File: config.mk
export PLATFORM = sky130hd
export DESIGN_NAME = mesh_dma_scheduler_flat
export DESIGN_NICKNAME = d
export VERILOG_FILES = /design/src/rtl/mesh_dma_pkg.sv /design/src/rtl/mesh_dma_scheduler_if.sv /design/src/rtl/mesh_dma_req_buf.sv /design/src/rtl/mesh_dma_scheduler.sv /design/src/flat_wrapper.sv
export SDC_FILE = /design/constraint.sdc
export NUM_CORES = 1
export LEC_CHECK = 0
export ABC_AREA = 1
export ABC_CLOCK_PERIOD_IN_PS = 2500
export CAP_MARGIN = 20
export CORE_MARGIN = 4
export CORE_UTILIZATION = 25
export DETAILED_ROUTE_END_ITERATION = 12
export PLACE_DENSITY = 0.5
export SYNTH_ARGS = -nofsm -noshare
export SYNTH_HDL_FRONTEND = slang
export SYNTH_HIERARCHICAL = 1
export SYNTH_SLANG_ARGS = --single-unit
File: constraint.sdc
create_clock -name clk_i -period 2.5 [get_ports clk_i]
set_input_delay 0.5 -clock clk_i [delete_from_list [all_inputs] [get_ports clk_i]]
set_output_delay 0.5 -clock clk_i [all_outputs]
set_load 0.01 [all_outputs]
File: src/rtl/mesh_dma_pkg.sv
// Shared types for the mesh DMA scheduler: FSM states, the buffered request word,
// and the outstanding-counter width helper.
package mesh_dma_pkg;

  localparam int DMA_ADDR_W = 3;
  localparam int DMA_DATA_W = 32;

  typedef enum logic [1:0] {eRun, eDrain, eDone} dma_state_e;

  typedef struct packed {
    logic                  we;
    logic [DMA_ADDR_W-1:0] addr;
    logic [DMA_DATA_W-1:0] data;
  } dma_req_s;

  function automatic int ctr_width(input int max_out);
    return $clog2(max_out + 1);
  endfunction

endpackage

File: src/rtl/mesh_dma_scheduler_if.sv
// Accelerator-side and endpoint-side signals of the mesh DMA scheduler.
// slave = scheduler view, master = the surrounding logic (accelerator + endpoint).
interface mesh_dma_scheduler_if #(
  parameter int addr_width_p = 3,
  parameter int data_width_p = 32,
  parameter int ctr_width_p  = 5
);
  logic                    wr_v_i;
  logic [addr_width_p-1:0] wr_addr_i;
  logic [data_width_p-1:0] wr_data_i;
  logic                    wr_ready_o;
  logic                    rd_v_i;
  logic [addr_width_p-1:0] rd_addr_i;
  logic                    rd_ready_o;
  logic [data_width_p-1:0] rd_data_o;
  logic                    rd_data_v_o;
  logic                    out_v_o;
  logic                    out_we_o;
  logic [addr_width_p-1:0] out_addr_o;
  logic [data_width_p-1:0] out_data_o;
  logic                    out_ready_i;
  logic                    resp_v_i;
  logic                    resp_load_i;
  logic [data_width_p-1:0] resp_data_i;
  logic                    fence_i;
  logic                    fence_done_o;
  logic [ctr_width_p-1:0]  outstanding_o;
  logic                    err_o;

  modport slave (
    input  wr_v_i, wr_addr_i, wr_data_i, rd_v_i, rd_addr_i, out_ready_i,
           resp_v_i, resp_load_i, resp_data_i, fence_i,
    output wr_ready_o, rd_ready_o, rd_data_o, rd_data_v_o, out_v_o, out_we_o,
           out_addr_o, out_data_o, fence_done_o, outstanding_o, err_o
  );

  modport master (
    output wr_v_i, wr_addr_i, wr_data_i, rd_v_i, rd_addr_i, out_ready_i,
           resp_v_i, resp_load_i, resp_data_i, fence_i,
    input  wr_ready_o, rd_ready_o, rd_data_o, rd_data_v_o, out_v_o, out_we_o,
           out_addr_o, out_data_o, fence_done_o, outstanding_o, err_o
  );
endinterface

File: src/rtl/mesh_dma_req_buf.sv
// One-entry valid/ready holding register for a DMA request. Refills in the same
// cycle it launches, so a steady requester sustains one op per cycle.
module mesh_dma_req_buf
  import mesh_dma_pkg::*;
(
  input  logic     clk_i,
  input  logic     reset_n_i,
  input  logic     i_live,
  input  logic     i_v,
  input  dma_req_s i_req,
  input  logic     i_launch,
  output logic     o_ready,
  output logic     o_full,
  output dma_req_s o_req
);
  logic     r_full;
  dma_req_s r_req;
  logic     w_accept;

  // i_live keeps ready low through reset so every output reads 0 there.
  assign o_ready  = i_live & (~r_full | i_launch);
  assign w_accept = i_v & o_ready;
  assign o_full   = r_full;
  assign o_req    = r_req;

  always_ff @(posedge clk_i or negedge reset_n_i) begin
    if (!reset_n_i) begin
      r_full <= 1'b0;
      r_req  <= '0;
    end else if (w_accept) begin
      r_full <= 1'b1;
      r_req  <= i_req;
    end else if (i_launch) begin
      r_full <= 1'b0;
    end
  end
endmodule

File: src/rtl/mesh_dma_scheduler.sv
// Arbitrates accelerator DMA stores/loads onto the manycore endpoint packet port,
// bounds outstanding ops to max_out_p, returns load data and runs the fence handshake.
module mesh_dma_scheduler
  import mesh_dma_pkg::*;
#(
  parameter int addr_width_p = DMA_ADDR_W,
  parameter int data_width_p = DMA_DATA_W,
  parameter int max_out_p    = 16
) (
  input  logic                 clk_i,
  input  logic                 reset_n_i,
  mesh_dma_scheduler_if.slave  bus
);
  localparam int                      ctr_width_lp = ctr_width(max_out_p);
  localparam logic [ctr_width_lp-1:0] max_out_lp   = ctr_width_lp'(max_out_p);

  logic                    r_live;
  dma_state_e              r_state, w_state_nxt;
  logic                    r_done_pulsed;
  logic [ctr_width_lp-1:0] r_cnt, w_cnt_nxt;
  logic                    r_rr_rd, r_hold_v, r_hold_rd;
  logic                    r_err, r_rd_data_v;
  logic [data_width_p-1:0] r_rd_data;

  dma_req_s                w_wr_in, w_rd_in, w_wr_q, w_rd_q, w_sel;
  logic                    w_wr_full, w_rd_full, w_sel_rd;
  logic                    w_elig, w_out_v, w_launch, w_resp_ok, w_fence_done;
  logic [addr_width_p-1:0] w_out_addr;

  assign w_wr_in = '{we: 1'b1, addr: bus.wr_addr_i, data: bus.wr_data_i};
  assign w_rd_in = '{we: 1'b0, addr: bus.rd_addr_i, data: '0};

  mesh_dma_req_buf u_wr_buf (
    .clk_i, .reset_n_i, .i_live(r_live), .i_v(bus.wr_v_i), .i_req(w_wr_in),
    .i_launch(w_launch & ~w_sel_rd), .o_ready(bus.wr_ready_o), .o_full(w_wr_full), .o_req(w_wr_q)
  );

  mesh_dma_req_buf u_rd_buf (
    .clk_i, .reset_n_i, .i_live(r_live), .i_v(bus.rd_v_i), .i_req(w_rd_in),
    .i_launch(w_launch & w_sel_rd), .o_ready(bus.rd_ready_o), .o_full(w_rd_full), .o_req(w_rd_q)
  );

  // A stalled grant is pinned until it launches; otherwise round-robin among full buffers.
  always_comb begin
    w_sel_rd = 1'b0;
    if (r_hold_v)                   w_sel_rd = r_hold_rd;
    else if (w_wr_full && w_rd_full) w_sel_rd = r_rr_rd;
    else                             w_sel_rd = w_rd_full;
  end

  assign w_elig     = (r_state == eRun) && (r_cnt < max_out_lp);
  assign w_sel      = w_sel_rd ? w_rd_q : w_wr_q;
  assign w_out_v    = w_elig && (w_sel_rd ? w_rd_full : w_wr_full);
  assign w_launch   = w_out_v & bus.out_ready_i;
  assign w_out_addr = w_sel.addr;

  // A response with nothing outstanding is an error and must not wrap the counter.
  assign w_resp_ok = bus.resp_v_i && (r_cnt != '0);

  always_comb begin
    w_cnt_nxt = r_cnt;
    if (w_launch && !w_resp_ok)      w_cnt_nxt = r_cnt + ctr_width_lp'(1);
    else if (!w_launch && w_resp_ok) w_cnt_nxt = r_cnt - ctr_width_lp'(1);
  end

  always_comb begin
    w_state_nxt  = r_state;
    w_fence_done = 1'b0;
    unique case (r_state)
      eRun:   if (bus.fence_i) w_state_nxt = eDrain;
      eDrain: if (w_cnt_nxt == '0) w_state_nxt = eDone;
      eDone: begin
        w_fence_done = ~r_done_pulsed;
        if (!bus.fence_i) w_state_nxt = eRun;
      end
      default: w_state_nxt = eRun;
    endcase
  end

  always_ff @(posedge clk_i or negedge reset_n_i) begin
    if (!reset_n_i) begin
      r_live        <= 1'b0;
      r_state       <= eRun;
      r_done_pulsed <= 1'b0;
      r_cnt         <= '0;
      r_rr_rd       <= 1'b1;
      r_hold_v      <= 1'b0;
      r_hold_rd     <= 1'b0;
      r_err         <= 1'b0;
      r_rd_data_v   <= 1'b0;
      r_rd_data     <= '0;
    end else begin
      r_live        <= 1'b1;
      r_state       <= w_state_nxt;
      r_done_pulsed <= (r_state == eDone) && (w_state_nxt == eDone);
      r_cnt         <= w_cnt_nxt;
      if (w_launch) r_rr_rd <= ~w_sel_rd;
      r_hold_v      <= w_out_v & ~bus.out_ready_i;
      r_hold_rd     <= w_sel_rd;
      r_err         <= r_err | (bus.resp_v_i && (r_cnt == '0));
      r_rd_data_v   <= bus.resp_v_i & bus.resp_load_i;
      r_rd_data     <= bus.resp_data_i;
    end
  end

  assign bus.out_v_o       = w_out_v;
  assign bus.out_we_o      = w_sel.we;
  assign bus.out_addr_o    = w_out_addr;
  assign bus.out_data_o    = w_sel.data;
  assign bus.rd_data_o     = r_rd_data;
  assign bus.rd_data_v_o   = r_rd_data_v;
  assign bus.fence_done_o  = w_fence_done;
  assign bus.outstanding_o = r_cnt;
  assign bus.err_o         = r_err;
endmodule
File: src/flat_wrapper.sv
// flat-port wrapper written by rule: the top's interface ports become plain ports
module mesh_dma_scheduler_flat import mesh_dma_pkg::*;
#(
  parameter int addr_width_p = DMA_ADDR_W,
  parameter int data_width_p = DMA_DATA_W,
  parameter int max_out_p    = 16
)
  (clk_i, reset_n_i, bus_wr_v_i, bus_wr_addr_i, bus_wr_data_i, bus_rd_v_i, bus_rd_addr_i, bus_out_ready_i, bus_resp_v_i, bus_resp_load_i, bus_resp_data_i, bus_fence_i, bus_wr_ready_o, bus_rd_ready_o, bus_rd_data_o, bus_rd_data_v_o, bus_out_v_o, bus_out_we_o, bus_out_addr_o, bus_out_data_o, bus_fence_done_o, bus_outstanding_o, bus_err_o);
  mesh_dma_scheduler_if #(.addr_width_p(addr_width_p), .data_width_p(data_width_p)) bus_i ();
  input  logic clk_i;
  input  logic reset_n_i;
  input wire logic [$bits(bus_i.wr_v_i)-1:0] bus_wr_v_i;
  input wire logic [$bits(bus_i.wr_addr_i)-1:0] bus_wr_addr_i;
  input wire logic [$bits(bus_i.wr_data_i)-1:0] bus_wr_data_i;
  input wire logic [$bits(bus_i.rd_v_i)-1:0] bus_rd_v_i;
  input wire logic [$bits(bus_i.rd_addr_i)-1:0] bus_rd_addr_i;
  input wire logic [$bits(bus_i.out_ready_i)-1:0] bus_out_ready_i;
  input wire logic [$bits(bus_i.resp_v_i)-1:0] bus_resp_v_i;
  input wire logic [$bits(bus_i.resp_load_i)-1:0] bus_resp_load_i;
  input wire logic [$bits(bus_i.resp_data_i)-1:0] bus_resp_data_i;
  input wire logic [$bits(bus_i.fence_i)-1:0] bus_fence_i;
  output wire logic [$bits(bus_i.wr_ready_o)-1:0] bus_wr_ready_o;
  output wire logic [$bits(bus_i.rd_ready_o)-1:0] bus_rd_ready_o;
  output wire logic [$bits(bus_i.rd_data_o)-1:0] bus_rd_data_o;
  output wire logic [$bits(bus_i.rd_data_v_o)-1:0] bus_rd_data_v_o;
  output wire logic [$bits(bus_i.out_v_o)-1:0] bus_out_v_o;
  output wire logic [$bits(bus_i.out_we_o)-1:0] bus_out_we_o;
  output wire logic [$bits(bus_i.out_addr_o)-1:0] bus_out_addr_o;
  output wire logic [$bits(bus_i.out_data_o)-1:0] bus_out_data_o;
  output wire logic [$bits(bus_i.fence_done_o)-1:0] bus_fence_done_o;
  output wire logic [$bits(bus_i.outstanding_o)-1:0] bus_outstanding_o;
  output wire logic [$bits(bus_i.err_o)-1:0] bus_err_o;
  assign bus_i.wr_v_i = bus_wr_v_i;
  assign bus_i.wr_addr_i = bus_wr_addr_i;
  assign bus_i.wr_data_i = bus_wr_data_i;
  assign bus_i.rd_v_i = bus_rd_v_i;
  assign bus_i.rd_addr_i = bus_rd_addr_i;
  assign bus_i.out_ready_i = bus_out_ready_i;
  assign bus_i.resp_v_i = bus_resp_v_i;
  assign bus_i.resp_load_i = bus_resp_load_i;
  assign bus_i.resp_data_i = bus_resp_data_i;
  assign bus_i.fence_i = bus_fence_i;
  assign bus_wr_ready_o = bus_i.wr_ready_o;
  assign bus_rd_ready_o = bus_i.rd_ready_o;
  assign bus_rd_data_o = bus_i.rd_data_o;
  assign bus_rd_data_v_o = bus_i.rd_data_v_o;
  assign bus_out_v_o = bus_i.out_v_o;
  assign bus_out_we_o = bus_i.out_we_o;
  assign bus_out_addr_o = bus_i.out_addr_o;
  assign bus_out_data_o = bus_i.out_data_o;
  assign bus_fence_done_o = bus_i.fence_done_o;
  assign bus_outstanding_o = bus_i.outstanding_o;
  assign bus_err_o = bus_i.err_o;
  mesh_dma_scheduler #(.addr_width_p(addr_width_p), .data_width_p(data_width_p), .max_out_p(max_out_p)) u_core (.clk_i(clk_i), .reset_n_i(reset_n_i), .bus(bus_i));
endmodule
==> flow_summary.yaml <==
logic_synthesis:
  synth-adder-area-share_pct: 0.699
  ys_warn_count: 6
  avgSynthCellArea_um2: 9.12
  synth_top_area_share_pct: 55.5
  synth_compound_area_share_pct: 0.862
  synthDistinctLibCells: 31
  synth-xor-area-share_pct: 0.653
  netlist_area_um2: 5370
  synthTopCellsByArea: "dfrtp_1, nand2_1, nand4_1"
  ys_ff_latch: 120
  synth_top_family_by_area: "simple AND/OR/NAND/NOR gates"
  yosysSeqAreaShare_pct: 56.0
  synthSimpleGateAreaFrac_pct: 33.3
  synth_top_area_cell: "dfrtp_1"
  synthMuxAreaShare_pct: 0
  netlist_instances: 589
sta:
  hold_viol_final: 0
  rsz0062_at_grt: "false"
  drv_slew: 0
  finClkSkew_ps: 8.95
  max_freq_mhz: 422
  tightestPinTransition_ps: 639
  fin_crit_ps: 2370
  setup_viol: 0
  slew_headroom_pct: 57.4
  finalCritPeriodShare_pct: 94.8
  timing.final.ws_setup_ps: 130
drt:
  postRouteAntennaNets: 0
  routed_wl_mm: 14.9
  drtIter0Drc: 208
  dr.pass1.iters: 4
  wl_per_cell_um: 14.0
  vias: 4398
  drc: 0
  avgViaCountPerCell: 4.13
layout:
  mostFrequentLayoutCell: "nand2_1"
  seqCellArea_um2: 3010
  area_growth_pct: 45.8
  stdcell_count: 1065
  fill_cells: 2195
  finalInstanceArea_um2: 7830
  layout.nets: 858
  multi_input_area_um2: 2040
  diodes: 0
  drive_above_1_share_pct: 11.3
  layout_common_cells: "nand2_1, dfrtp_1, clkdlybuf4s50_1"
power_and_ir_drop:
  peakVddDrop_mv: 0.499
  leakagePower_uw: 0.00398
  p_per_area_nw_per_um2: 1240
global_route:
  grt_overflow: 0
  track_usage_pct: 12.7
  grt_antenna_before_repair: 2
  grt_pass1_vias: 4429
  grt_pass1_wl_mm: 24.0
  grt_max_degree: 121
placed_design:
  dp_hpwl_mm: 9.90
  gp_congestion: 0.719
  place_inst: 1033
  pre_cts_ws_ps: -55.5
  portBuffers: 156
  placed_area_um2: 7200
die:
  die_w_um: 155
  core_um2: 21100
  die_area_um2: 23900
  die_height_um: 155
  fp-row-count: 53
  start_util_pct: 25.5
  io-pin-count: 157
clocking:
  cts_buffer_depth: 2
  clk_pin_slew_worst_paths_ps: 60
  clock_latency_ps: 410
  hold_buffers: 0
  htreeDepth: 4
  tritoncts: "yes"
  cts_sinks: 120
  numCtsBuffers: 17
  clockRootBuffer: "clkbuf_16"
critical_path:
  critPathMaxStageDelay_ps: 520
  cp_data_required_time_ps: 2000
  crit_top_cell: "nand2_1"
  end_kind: "output pin"
  cp_num_buf_inv: 4
  critical_path_class: "register to output pin"
  crit_family: "flip-flops"
  path_max_fanout: 22
  slowest_stage: "dfstp_2"
  start_kind: "register"
  worstPathArrival_ps: 1870
  path_cells: "clkinv_1, nand2_1, nand2_2, nand2_4, inv_4, buf_12, nand2_1, nand2_1, clkdlybuf4s15_1"
run:
  drv_cap: 0
min_path:
  hold_path.class: "primary input to asynchronous set/reset pin"
run_status:
  status: "complete, no violations"
==> cell families after synthesis <==
family | Yosys count
AO/OA/AOI/OAI | 7
other | 2
buffers and inverters | 63
flip-flops | 120
XOR/XNOR | 4
adder cells (fa/ha/maj) | 3
AND/OR/NAND/NOR | 390
==> report_power, final <==
part / switching, uW / internal (uW)
registers: 399 / 2620
logic: 2370 / 1690
clock network: 887 / 1710
==> stage by stage <==
step / utilization, % / hold slack [ps] / TNS (ps) / total power [uW]
floorplan: - / 204 / 0 / 5530
global placement: 34.2 / 454 / -33.3 / 7440
detailed placement: 34.2 / 459 / -55.5 / 7460
CTS: 37.1 / 206 / -166 / 9870
global route: 37.1 / 242 / 0 / 10500
finish: 37.1 / 187 / 0 / 9680
==> area by class of cell <==
cell class,instances,share of cell area (%)
clock inverter,13,2.25
sequential,120,38.4
tap,275,4.40
timing repair buffer,175,21.8
inverter,24,1.25
clock buffer,19,5.79
multi-input combinational,439,26.1
==> state kept, by name, indices dropped and copies added (netlist names), 2 cells and up <==
signal / count
u_core/r_state: 2
u_core/bus.rd_data_o: 32
u_core/u_wr_buf/o_req: 36
u_core/bus.outstanding_o: 5
u_core/u_rd_buf/o_req: 36
==> what timing repair did <==
action,CTS,global route
pin swaps,0,0
setup buffers,0,0
gates resized for setup,47,12
setup endpoints to repair,38,39
==> synth_stat cells <==
cell type	instances
nand4_1	73
nor2_4	3
nand2_1	278
inv_6	1
buf_8	6
ha_1	3
buf_1	3
o21bai_1	1
nand3_1	6
nor2_2	3
nand2_2	10
nor3_1	1
nand3_4	3
nand2_4	1
dfstp_2	1
buf_2	9
o21ai_2	1
clkinv_1	1
xor2_1	4
a21boi_0	2
inv_2	3
clkbuf_1	2
conb_1	2
dfrtp_1	119
nand3_2	3
buf_4	3
o21ai_0	3
inv_1	19
buf_6	16
nand4_2	1
nor2_1	8
==> layer usage <==
layer	global-route usage, %	wire (um)	part of all wire [%]	up-vias
met5	0	26	0.17	-
met4	3.91	134	0.90	4
met3	3.78	815	5.5	12
met2	20.2	7260	49	93
met1	16.8	6700	45	2055
li1	-	-	-	2234
==> path summary, 6_finish.rpt <==
| path | from | end | slack (ps) | cells past startpoint |
|---|---|---|---|---|
| max reg2reg | u_core/r_rr_rd$_DFFE_PN1N_ | u_core/u_rd_buf/o_req[32]$_DFFE_PN0P_ | 510 | 12 |
| max in group asynchronous | reset_n_i | u_core/r_live$_DFF_PN0_ | 1840 | 2 |
| max | u_core/r_rr_rd$_DFFE_PN1N_ | bus_out_data_o[30] | 130 | 9 |
| min in group clk_i | u_core/u_wr_buf/o_req[18]$_DFFE_PN0P_ | u_core/u_wr_buf/o_req[18]$_DFFE_PN0P_ | 470 | 2 |
| min | reset_n_i | u_core/bus.rd_data_o[15]$_DFF_PN0_ | 190 | 2 |
| min reg2reg | u_core/u_wr_buf/o_req[18]$_DFFE_PN0P_ | u_core/u_wr_buf/o_req[18]$_DFFE_PN0P_ | 470 | 2 |
Note: power is estimated with default switching activity, not from simulation.
